==> src/rtl/cpu_pkg.sv <==
// Shared widths and the wait-state FSM encoding for the datapath blocks.
package cpu_pkg;

   localparam int unsigned ADDR_W = 16;
   localparam int unsigned DATA_W = 8;

   typedef enum logic [1:0] {
      StIdle,
      StWait,
      StHold
   } wait_state_e;

endpackage

==> src/rtl/wait_state_gen.sv <==
// Inserts WAIT_CYCLES not-ready cycles for each memory access to the slow region.
module wait_state_gen
   import cpu_pkg::*;
#(
   parameter logic [ADDR_W-1:0] SLOW_BASE   = 16'hF000,
   parameter int unsigned       WAIT_CYCLES = 2
) (
   input  logic              clk,
   input  logic              n_rst,
   input  logic [ADDR_W-1:0] addr,
   input  logic              n_oe_mem,
   input  logic              n_we_mem,
   output logic              n_mem_rdy
);

   localparam int unsigned WaitInit = (WAIT_CYCLES > 0) ? WAIT_CYCLES - 1 : 0;
   localparam logic [3:0]  CntInit  = 4'(WaitInit);

   wait_state_e       state_q, state_d;
   logic [3:0]        cnt_q, cnt_d;
   logic [ADDR_W-1:0] lat_q, lat_d;
   logic              access;
   logic              start;

   assign access = !n_oe_mem || !n_we_mem;
   assign start  = access && (addr >= SLOW_BASE) && (WAIT_CYCLES != 0);

   always_comb begin
      state_d   = state_q;
      cnt_d     = cnt_q;
      lat_d     = lat_q;
      n_mem_rdy = 1'b0;
      unique case (state_q)
         StIdle: begin
            if (start) begin
               state_d   = StWait;
               cnt_d     = CntInit;
               lat_d     = addr;
               n_mem_rdy = 1'b1;
            end
         end
         StWait: begin
            n_mem_rdy = 1'b1;
            if (!access) begin
               state_d = StIdle;
            end else if (addr != lat_q) begin
               cnt_d = CntInit;
               lat_d = addr;
            end else if (cnt_q == 4'd0) begin
               // The stall entered in IDLE already counted as one cycle, so the
               // final count reports ready to keep the stall at exactly WAIT_CYCLES.
               state_d   = StHold;
               n_mem_rdy = 1'b0;
            end else begin
               cnt_d = cnt_q - 4'd1;
            end
         end
         StHold: begin
            // A new address here is a fresh access; evaluate it like IDLE so
            // back-to-back slow accesses pay the full wait from their first cycle.
            if (!access || addr != lat_q) begin
               if (start) begin
                  state_d   = StWait;
                  cnt_d     = CntInit;
                  lat_d     = addr;
                  n_mem_rdy = 1'b1;
               end else begin
                  state_d = StIdle;
               end
            end
         end
         default: state_d = StIdle;
      endcase
   end

   always_ff @(posedge clk) begin
      if (!n_rst) begin
         state_q <= StIdle;
         cnt_q   <= 4'd0;
         lat_q   <= '0;
      end else begin
         state_q <= state_d;
         cnt_q   <= cnt_d;
         lat_q   <= lat_d;
      end
   end

endmodule

==> src/rtl/pointer_unit.sv <==
// Dual pointer registers (IP/DP roles swapped by p_selector), address mux,
// ALU B drive with conflict detection, and slow-memory wait-state generation.
module pointer_unit
   import cpu_pkg::*;
#(
   parameter logic [ADDR_W-1:0] RESET_VECTOR = 16'h0000,
   parameter logic [ADDR_W-1:0] SLOW_BASE    = 16'hF000,
   parameter int unsigned       WAIT_CYCLES  = 2
) (
   input  logic              clk,
   input  logic              n_rst,
   input  logic              inc_ip,
   input  logic              addr_dp,
   input  logic              p_selector,
   input  logic              n_we_pl,
   input  logic              n_we_ph,
   input  logic              n_oe_pl_alu,
   input  logic              n_oe_ph_alu,
   input  logic [DATA_W-1:0] di,
   input  logic              n_oe_mem,
   input  logic              n_we_mem,
   output logic [ADDR_W-1:0] addr,
   output logic [DATA_W-1:0] alu_b,
   output logic              alu_b_en,
   output logic              n_mem_rdy,
   output logic              bus_err
);

   logic [ADDR_W-1:0] p0_q, p0_d;
   logic [ADDR_W-1:0] p1_q, p1_d;
   logic [ADDR_W-1:0] ip, dp;
   logic [ADDR_W-1:0] ip_next, dp_next;
   logic              bus_err_q;
   logic              alu_conflict;

   assign ip   = p_selector ? p1_q : p0_q;
   assign dp   = p_selector ? p0_q : p1_q;
   assign addr = addr_dp ? dp : ip;

   assign alu_conflict = !n_oe_pl_alu && !n_oe_ph_alu;
   assign bus_err      = bus_err_q;

   always_comb begin
      alu_b    = '0;
      alu_b_en = 1'b0;
      if (!n_oe_pl_alu) begin
         alu_b    = dp[7:0];
         alu_b_en = 1'b1;
      end else if (!n_oe_ph_alu) begin
         alu_b    = dp[15:8];
         alu_b_en = 1'b1;
      end
   end

   always_comb begin
      ip_next = inc_ip ? ip + 16'd1 : ip;
      dp_next = dp;
      if (!n_we_pl) dp_next[7:0]  = di;
      if (!n_we_ph) dp_next[15:8] = di;

      p0_d = p0_q;
      p1_d = p1_q;
      if (!n_mem_rdy) begin
         p0_d = p_selector ? dp_next : ip_next;
         p1_d = p_selector ? ip_next : dp_next;
      end
   end

   always_ff @(posedge clk) begin
      if (!n_rst) begin
         p0_q      <= RESET_VECTOR;
         p1_q      <= '0;
         bus_err_q <= 1'b0;
      end else begin
         p0_q      <= p0_d;
         p1_q      <= p1_d;
         bus_err_q <= bus_err_q || alu_conflict;
      end
   end

   wait_state_gen #(
      .SLOW_BASE  (SLOW_BASE),
      .WAIT_CYCLES(WAIT_CYCLES)
   ) u_wait_state_gen (
      .clk      (clk),
      .n_rst    (n_rst),
      .addr     (addr),
      .n_oe_mem (n_oe_mem),
      .n_we_mem (n_we_mem),
      .n_mem_rdy(n_mem_rdy)
   );

endmodule
==> config.mk <==
export PLATFORM = sky130hd
export DESIGN_NAME = pointer_unit
export DESIGN_NICKNAME = d
export VERILOG_FILES = /design/src/rtl/cpu_pkg.sv /design/src/rtl/wait_state_gen.sv /design/src/rtl/pointer_unit.sv
export SDC_FILE = /design/constraint.sdc
export NUM_CORES = 1
export LEC_CHECK = 0
export ABC_CLOCK_PERIOD_IN_PS = 5550
export CAP_MARGIN = 40
export CORE_UTILIZATION = 50
export CTS_BUF_LIST = sky130_fd_sc_hd__clkbuf_2 sky130_fd_sc_hd__clkbuf_4 sky130_fd_sc_hd__clkbuf_8
export DETAILED_ROUTE_END_ITERATION = 10
export PLACE_DENSITY = 0.72
export SYNTH_ARGS = -nofsm -noshare
export SYNTH_HDL_FRONTEND = slang
export SYNTH_SLANG_ARGS = --single-unit
==> constraint.sdc <==
create_clock -name clk -period 5.55 [get_ports clk]
set_clock_uncertainty 0.2 [all_clocks]
set_input_delay 1.665 -clock clk [delete_from_list [all_inputs] [get_ports clk]]
set_output_delay 1.665 -clock clk [all_outputs]
set_load 0.005 [all_outputs]
======== Yosys cells after proc, flatten, opt, wreduce, memory -nomap -nowiden ========
Cells that the tools add are included.
operators by class
  add/subtract/negate cells ............... 2
  multipliers ............................. 0
  divide/modulo/power cells ............... 0
  $lt $le $gt $ge ......................... 1
  equal/unequal tests ..................... 10
  shifts and indexed selects .............. 0
  mux-type cells .......................... 36
  bitwise logic cells ..................... 0
  reduce and logical (&&, ||, !) cells .... 16
operator list
  operator                                                                 number
  16-bit 2-to-1 mux                                                        10
  16-bit one-hot mux with 3 select lines                                   1
  8-bit 2-to-1 mux                                                         4
  4-bit 2-to-1 mux                                                         5
  16-bit by 1-bit adder with 16-bit output, second input constant          1
  16-bit >= comparator, second input constant                              1
  16-bit inequality test                                                   1
  4-bit one-hot mux with 3 select lines                                    1
  4-bit AND reduction                                                      3
  2-bit 2-to-1 mux                                                         5
  1-bit 2-to-1 mux                                                         8
  2-bit by 1-bit inequality test with 1-bit output, second input constant  4
  3-bit inequality test, second input constant                             2
  2-bit one-hot mux with 3 select lines                                    1
  1-bit zero test                                                          5
  4-bit zero test                                                          1
  4-bit by 1-bit subtractor with 4-bit output, second input constant       1
  1-bit logical OR                                                         3
  3-bit by 2-bit inequality test with 1-bit output, second input constant  1
  1-bit one-hot mux with 3 select lines                                    1
  3-bit nonzero test                                                       1
  2-bit by 1-bit equality test with 1-bit output, second input constant    1
  2-bit equality test, second input constant                               1
  1-bit logical AND                                                        2
  2-bit zero test                                                          1
word-level totals
  register bits after elaboration ......... 55
  bits in latches ......................... 0
  memory bits (writable) .................. 0
  memory bits (read-only) ................. 0
  input bits .............................. 19
  output and inout port bits .............. 27
  logic and storage cells ................. 71
  memories kept ........................... 0

======== Longest topological paths before layout ========
  depth in word-level cells ............... 7
  gate-level depth with buffers ........... 15
  depth with buffers taken out ............ 10

======== Modules after synthesis ========
A second synthesis with hierarchy kept.
second synthesis, totals
  cells, all modules ...................... 490
  area total of the unflattened synthesis .. 3962.6 um^2
modules (own cells, without submodules)
  module          instances  cells each  area each (um^2)  sequential area each (um^2)
  pointer_unit    1          349         2720.1            660.6
  wait_state_gen  1          141         1242.4            440.4

======== Worst setup path before layout ========
OpenSTA, ideal clock, no wires.
  kind .................................... input -> output
  start ................................... in p_selector
  end ..................................... out n_mem_rdy
  data arrival time ....................... 3.408 ns
  data required time ...................... 3.685 ns
  setup slack ............................. 0.277 ns
  stages on the path ...................... 9
  buffers on the path ..................... 2
  cell sequence ........................... xor2_4 -> mux2_4 -> a221oi_1 -> nor4b_4 -> a41oi_1 -> nand3_1 -> inv_2 -> buf_6 -> buf_2
on the way
  cells in the longest elaborated chain, start to end .. 7
  elaborated cells on any way between the ends .. 12
  classes of those cells .................. order compare: 1; eq/ne: 1; mux: 8; reduce/logical: 2
RTL lines
  what                                       line                                        source
  start, declared                            pointer_unit.sv:14                          input logic p_selector,
  16-bit 2-to-1 mux (on tied branches)       pointer_unit.sv:36, pointer_unit.sv:37
  16-bit 2-to-1 mux (*)                      pointer_unit.sv:38                          assign addr = addr_dp ? dp : ip;
  net addr[5]                                pointer_unit.sv:22                          output logic [ADDR_W-1:0] addr,
  16-bit >= comparator                       wait_state_gen.sv:26                        assign start = access && (addr >= SLOW_BASE) && (WAIT_CYCLES != 0);
  1-bit logical AND                          wait_state_gen.sv:26
  1-bit 2-to-1 mux                           wait_state_gen.sv:35, wait_state_gen.sv:62
  1-bit 2-to-1 mux                           wait_state_gen.sv:61                        if (!access || addr != lat_q) begin
  1-bit one-hot mux with 3 select lines (*)  wait_state_gen.sv:33                        unique case (state_q)
  end, declared                              pointer_unit.sv:25                          output logic n_mem_rdy,
Mark *: on every way through the listed nets, which the timed path passes. The rest lies on a longest branch.

======== Worst setup path in the final report ========
  start ................................... in p_selector
  end ..................................... out n_mem_rdy
on the way
  cells in the longest elaborated chain, start to end .. 7
  elaborated cells on any way between the ends .. 12
  classes of those cells .................. order compare: 1; eq/ne: 1; mux: 8; reduce/logical: 2
RTL lines
  what                                       line
  16-bit 2-to-1 mux (on tied branches)       pointer_unit.sv:36, pointer_unit.sv:37
  16-bit 2-to-1 mux (*)                      pointer_unit.sv:38
  16-bit >= comparator                       wait_state_gen.sv:26
  1-bit logical AND                          wait_state_gen.sv:26
  1-bit 2-to-1 mux                           wait_state_gen.sv:35, wait_state_gen.sv:62
  1-bit 2-to-1 mux                           wait_state_gen.sv:61
  1-bit one-hot mux with 3 select lines (*)  wait_state_gen.sv:33
Every way passes the cells marked *; elsewhere a longest branch is shown, timed or not.

==> flow_summary.rst <==
.. list-table::
   :header-rows: 1

   * - Metric
     - Value
   * - Number of different library cells in the post-synthesis netlist
     - slightly above 60
   * - Slowest stage delay, CP
     - about 0.33 ns
   * - Worst Path Max Fanout
     - 4
   * - Area share of xor/xnor cells in the synthesized design
     - 5.405%
   * - Share of final-layout standard cells stronger than drive strength 1
     - 13.22%
   * - Internal power of the cells
     - roughly 740 µW
   * - Max-Cap Viols
     - 0
   * - Die span in y
     - a little over 90 µm
   * - Number of fill cells in the layout
     - between 700 and 800
   * - CTS Root Cell
     - sky130_fd_sc_hd__clkbuf_8
   * - Die area
     - around 8500 µm²
   * - Core area
     - a little under 8000 µm²
   * - Post-synthesis mux area share
     - roughly 7.6%
   * - Via count
     - about 4400
   * - Top Family by Delay on Critical Path
     - buffers and inverters
   * - Sw Share
     - between 20 and 30%
   * - Placement-stage worst setup slack
     - -0.6227 ns
   * - Clock sink count
     - 55
   * - Worst path setup slack after routing
     - 0.1426 ns
   * - Flip-flop and latch count after synthesis
     - 55
   * - CP Cell Sequence
     - buf_4 > xor2_4 > buf_6 > mux2_4 > xor2_2 > nor4b_4 > a41oi_2 > nand3_2 > inv_2 > clkdlybuf4s15_1
   * - Critical path type
     - in2out
   * - Post-DR wirelength/cell
     - 17.83 µm
   * - Critical path buffers and inverters
     - 4
   * - DIE WIDTH
     - between 90 and 100 µm
   * - Wire length of the first global-routing pass
     - roughly 20000 µm
   * - Remaining Overflow, GRT
     - 0
   * - Antenna diode instance count
     - 0
   * - Total CTS buffers
     - 5
   * - Detailed Routing Iterations Pass 1
     - 5
   * - Transition time at the pin with the least slew margin
     - slightly above 0.8 ns
   * - Worst min-delay path category
     - reg2reg
   * - Final number of hold-violating endpoints
     - 0
   * - Sequential area share after synthesis
     - about 27%
   * - Worst-case clock buffer depth
     - 2
   * - Effective utilization at floorplan
     - a little over half
   * - Routability-driven placement congestion ratio
     - about 0.87
   * - Total power divided by cell area
     - about 210 nW/µm²
   * - Pin count of the biggest net entering global routing
     - 91
   * - Post-layout net count
     - ~630
   * - Final slew viol count
     - 0
   * - Net switching power
     - ~310 µW
   * - Standard-cell row count
     - 32
   * - Startpoint type of the worst setup path
     - primary input
   * - Number of nets still failing antenna checks after routing
     - 0
   * - Critical path data arrival time
     - approximately 3.5 ns
   * - Starting DRC count in detailed routing
     - approximately 320
   * - EDFF count, synth
     - 0
   * - Number of nets in the synthesized netlist
     - just under 600
   * - Via density
     - a little over 6
   * - Relative max-transition margin
     - between 40% and 50%
   * - Largest family of logic cells by synthesized area
     - simple AND/OR/NAND/NOR gates
   * - Insertion delay of the later-clocked pin in the worst-skew pair
     - 0.33 ns
   * - Comb pwr share
     - 25.5%
   * - Run status
     - finished, final reports clean
   * - Most instantiated flip-flop cell in the synthesis netlist
     - sky130_fd_sc_hd__dfxtp_1
   * - Slowest stage cell, crit path
     - sky130_fd_sc_hd__nor4b_4
   * - Mapped cell area
     - roughly 4100 µm²
   * - Final setup violation count
     - 0
   * - CTS clk-pin slew, worst paths
     - ~0.11 ns
   * - Post-Synthesis Mean Instance Area
     - 7.262 µm²
   * - I/O pins
     - 46
   * - Sum of routed wire length over all layers
     - approximately 13000 µm
   * - TritonCTS clock tree
     - done
   * - Level count of the clock H-tree
     - 2
   * - Share of synthesized flip-flops with an asynchronous set or reset
     - 0%
   * - Area growth from synthesis to final layout
     - 20.58%
   * - Complex-gate fraction of the synthesized area
     - between 20% and 30%
   * - Adder-cell share of the synthesized area
     - 0.9214%
   * - Clock network fraction of total power
     - roughly a third
   * - Total half-perimeter wirelength after legalization and detailed placement
     - between 8000 and 9000 µm
   * - Final cell utilization of the core
     - around 63%
   * - Number of port buffers
     - 45
   * - Vias in the first global route
     - 4005
   * - Post-Synthesis Cells
     - 561
   * - Global-route usage over all layers
     - 30.46%
   * - IR Drop Worst-Case VDD
     - around 0.00012 V
   * - Shortest period the worst path allows
     - 5.407 ns
   * - Number of synthesis warnings
     - 0
   * - Sum of negative setup slack
     - 0 ns
   * - Share of synthesized cell area in and, or, nand and nor gates
     - approximately 27%
   * - Total of hold buffers inserted after clock tree synthesis
     - 0
   * - DR DRC count
     - 0
   * - Portion of total power attributed to sequential cells
     - around 43%
   * - Number of antenna violations at the first check in global routing
     - 0
   * - Required time of the worst setup path
     - around 3.7 ns
   * - Critical Path End Type
     - primary output
   * - Total leakage power
     - about 1.9 nW
   * - RSZ-0062 raised after global routing
     - false
   * - Upper clock frequency limit
     - approximately 180 MHz
   * - Fraction of the cycle the final worst path needs
     - a little over nine tenths
-- synth_stat cells (9+ instances only) --
cell type	number	area (µm²)
sky130_fd_sc_hd__xnor2_1	13	113.9
sky130_fd_sc_hd__nor2_1	55	206.5
sky130_fd_sc_hd__mux2i_1	22	220.2
sky130_fd_sc_hd__clkbuf_1	28	105.1
sky130_fd_sc_hd__dfxtp_1	55	1101
sky130_fd_sc_hd__nor3_1	29	145.1
sky130_fd_sc_hd__nand2_1	78	292.8
sky130_fd_sc_hd__buf_2	10	50.05
sky130_fd_sc_hd__nand3_1	18	90.09
sky130_fd_sc_hd__a21oi_1	38	190.2
sky130_fd_sc_hd__o22ai_1	19	118.9
sky130_fd_sc_hd__nand2b_1	12	75.07
sky130_fd_sc_hd__xor2_1	9	78.83
sky130_fd_sc_hd__inv_1	15	56.30
sky130_fd_sc_hd__a211oi_1	11	82.58
sky130_fd_sc_hd__o21ai_0	35	175.2
-- through the flow --
step	total power, mW	cell area, µm²	hold slack (ns)	std cells
detailed placement	0.7057	4673	0.2675	693
floorplan	0.5943	4074	0.2487	561
global route	1.093	4912	0.3371	707
CTS	1.042	4853	0.2897	704
global placement	0.7009	4673	0.2532	693
finish	1.052	4912	0.2859	707
-- worst paths after layout --
kind         cells past startpoint  slack, ns                      start                    endpoint
min                              2       0.29  u_wait_state_gen.cnt_q[3]   u_wait_state_gen.cnt_q[3]
max                             10       0.14                 p_selector                   n_mem_rdy
min reg2reg                      2       0.29  u_wait_state_gen.cnt_q[3]   u_wait_state_gen.cnt_q[3]
max reg2reg                     11       2.46                   p1_q[15]  u_wait_state_gen.lat_q[13]
-- flip-flops by register name, indices dropped and copies added (netlist names) --
register / count
p0_q: 16
p1_q: 16
u_wait_state_gen.lat_q: 16
u_wait_state_gen.cnt_q: 4
u_wait_state_gen.state_q: 2
bus_err: 1
-- area by class of cell --
cell class                 instances  area [µm²]  area share (%)
timing repair buffer              81       728.2           14.82
clock buffer                       6       76.32           1.554
tap                              102       127.6           2.598
inverter                          17       63.81           1.299
multi-input combinational        444        2755           56.09
sequential                        55        1101           22.41
clock inverter                     2       60.06           1.223
-- metal layers --
layer	global-route usage (%)	vias to the layer above	routed length, µm	part of all wire (%)
li1	-	2101	-	-
met5	0	-	0	0
met1	40.32	2044	5498	44
met3	3.814	44	786	6.2
met4	12.89	0	517	4.1
met2	49.75	190	5800	46
-- worst reg2reg max path: cells and delay by family (launching register included) --
kind	cells	cell delay, ns
flops	1	0.55
compound gates	4	0.80
simple gates	4	0.93
buf+inv	3	0.57
-- placed cells by master, fill, tap and decap left out, types with 6 or more instances in the layout --
| cell | netlist | layout |
|---|---|---|
| sky130_fd_sc_hd__xor2_1 | 9 | 8 |
| sky130_fd_sc_hd__clkdlybuf4s50_1 | 0 | 42 |
| sky130_fd_sc_hd__nor2_1 | 55 | 55 |
| sky130_fd_sc_hd__a211oi_1 | 11 | 11 |
| sky130_fd_sc_hd__o221a_2 | 7 | 7 |
| sky130_fd_sc_hd__o21ai_0 | 35 | 35 |
| sky130_fd_sc_hd__dfxtp_1 | 55 | 55 |
| sky130_fd_sc_hd__nand2_1 | 78 | 78 |
| sky130_fd_sc_hd__mux2i_1 | 22 | 21 |
| sky130_fd_sc_hd__xnor2_1 | 13 | 12 |
| sky130_fd_sc_hd__nand3_1 | 18 | 17 |
| sky130_fd_sc_hd__and2_1 | 7 | 6 |
| sky130_fd_sc_hd__nor3_1 | 29 | 29 |
| sky130_fd_sc_hd__o22ai_1 | 19 | 19 |
| sky130_fd_sc_hd__a31oi_1 | 6 | 6 |
| sky130_fd_sc_hd__buf_4 | 1 | 33 |
| sky130_fd_sc_hd__nand4_1 | 6 | 6 |
| sky130_fd_sc_hd__or2_2 | 6 | 6 |
| sky130_fd_sc_hd__a21oi_1 | 38 | 38 |
| sky130_fd_sc_hd__nand2b_1 | 12 | 12 |
| sky130_fd_sc_hd__inv_1 | 15 | 15 |
-- power by group through the flow --
stage / combinational [mW] / sequential, mW / clock, mW
floorplan: 0.156 / 0.438 / 0
global placement: 0.244 / 0.457 / 0
detailed placement: 0.248 / 0.457 / 0
CTS: 0.258 / 0.448 / 0.335
global route: 0.290 / 0.453 / 0.350
finish: 0.268 / 0.450 / 0.334
-- cell families (layout without fill, tap and decap cells) --
family          count (synthesis)  after routing
mux                            29             29
compound gates                157            157
xor+xnor                       23             23
simple gates                  232            232
fa+ha+maj                       3              3
buf+inv                        62            106
flops                          55             55
-- repair_timing --
action,4_1_cts,5_1_grt
resized for setup,11,8
endpoints found under the hold margin,0,0
setup endpoints to repair,8,8
pin swaps,6,5
buffers inserted,3,3
No activity file was read; power rests on OpenSTA's default activity.
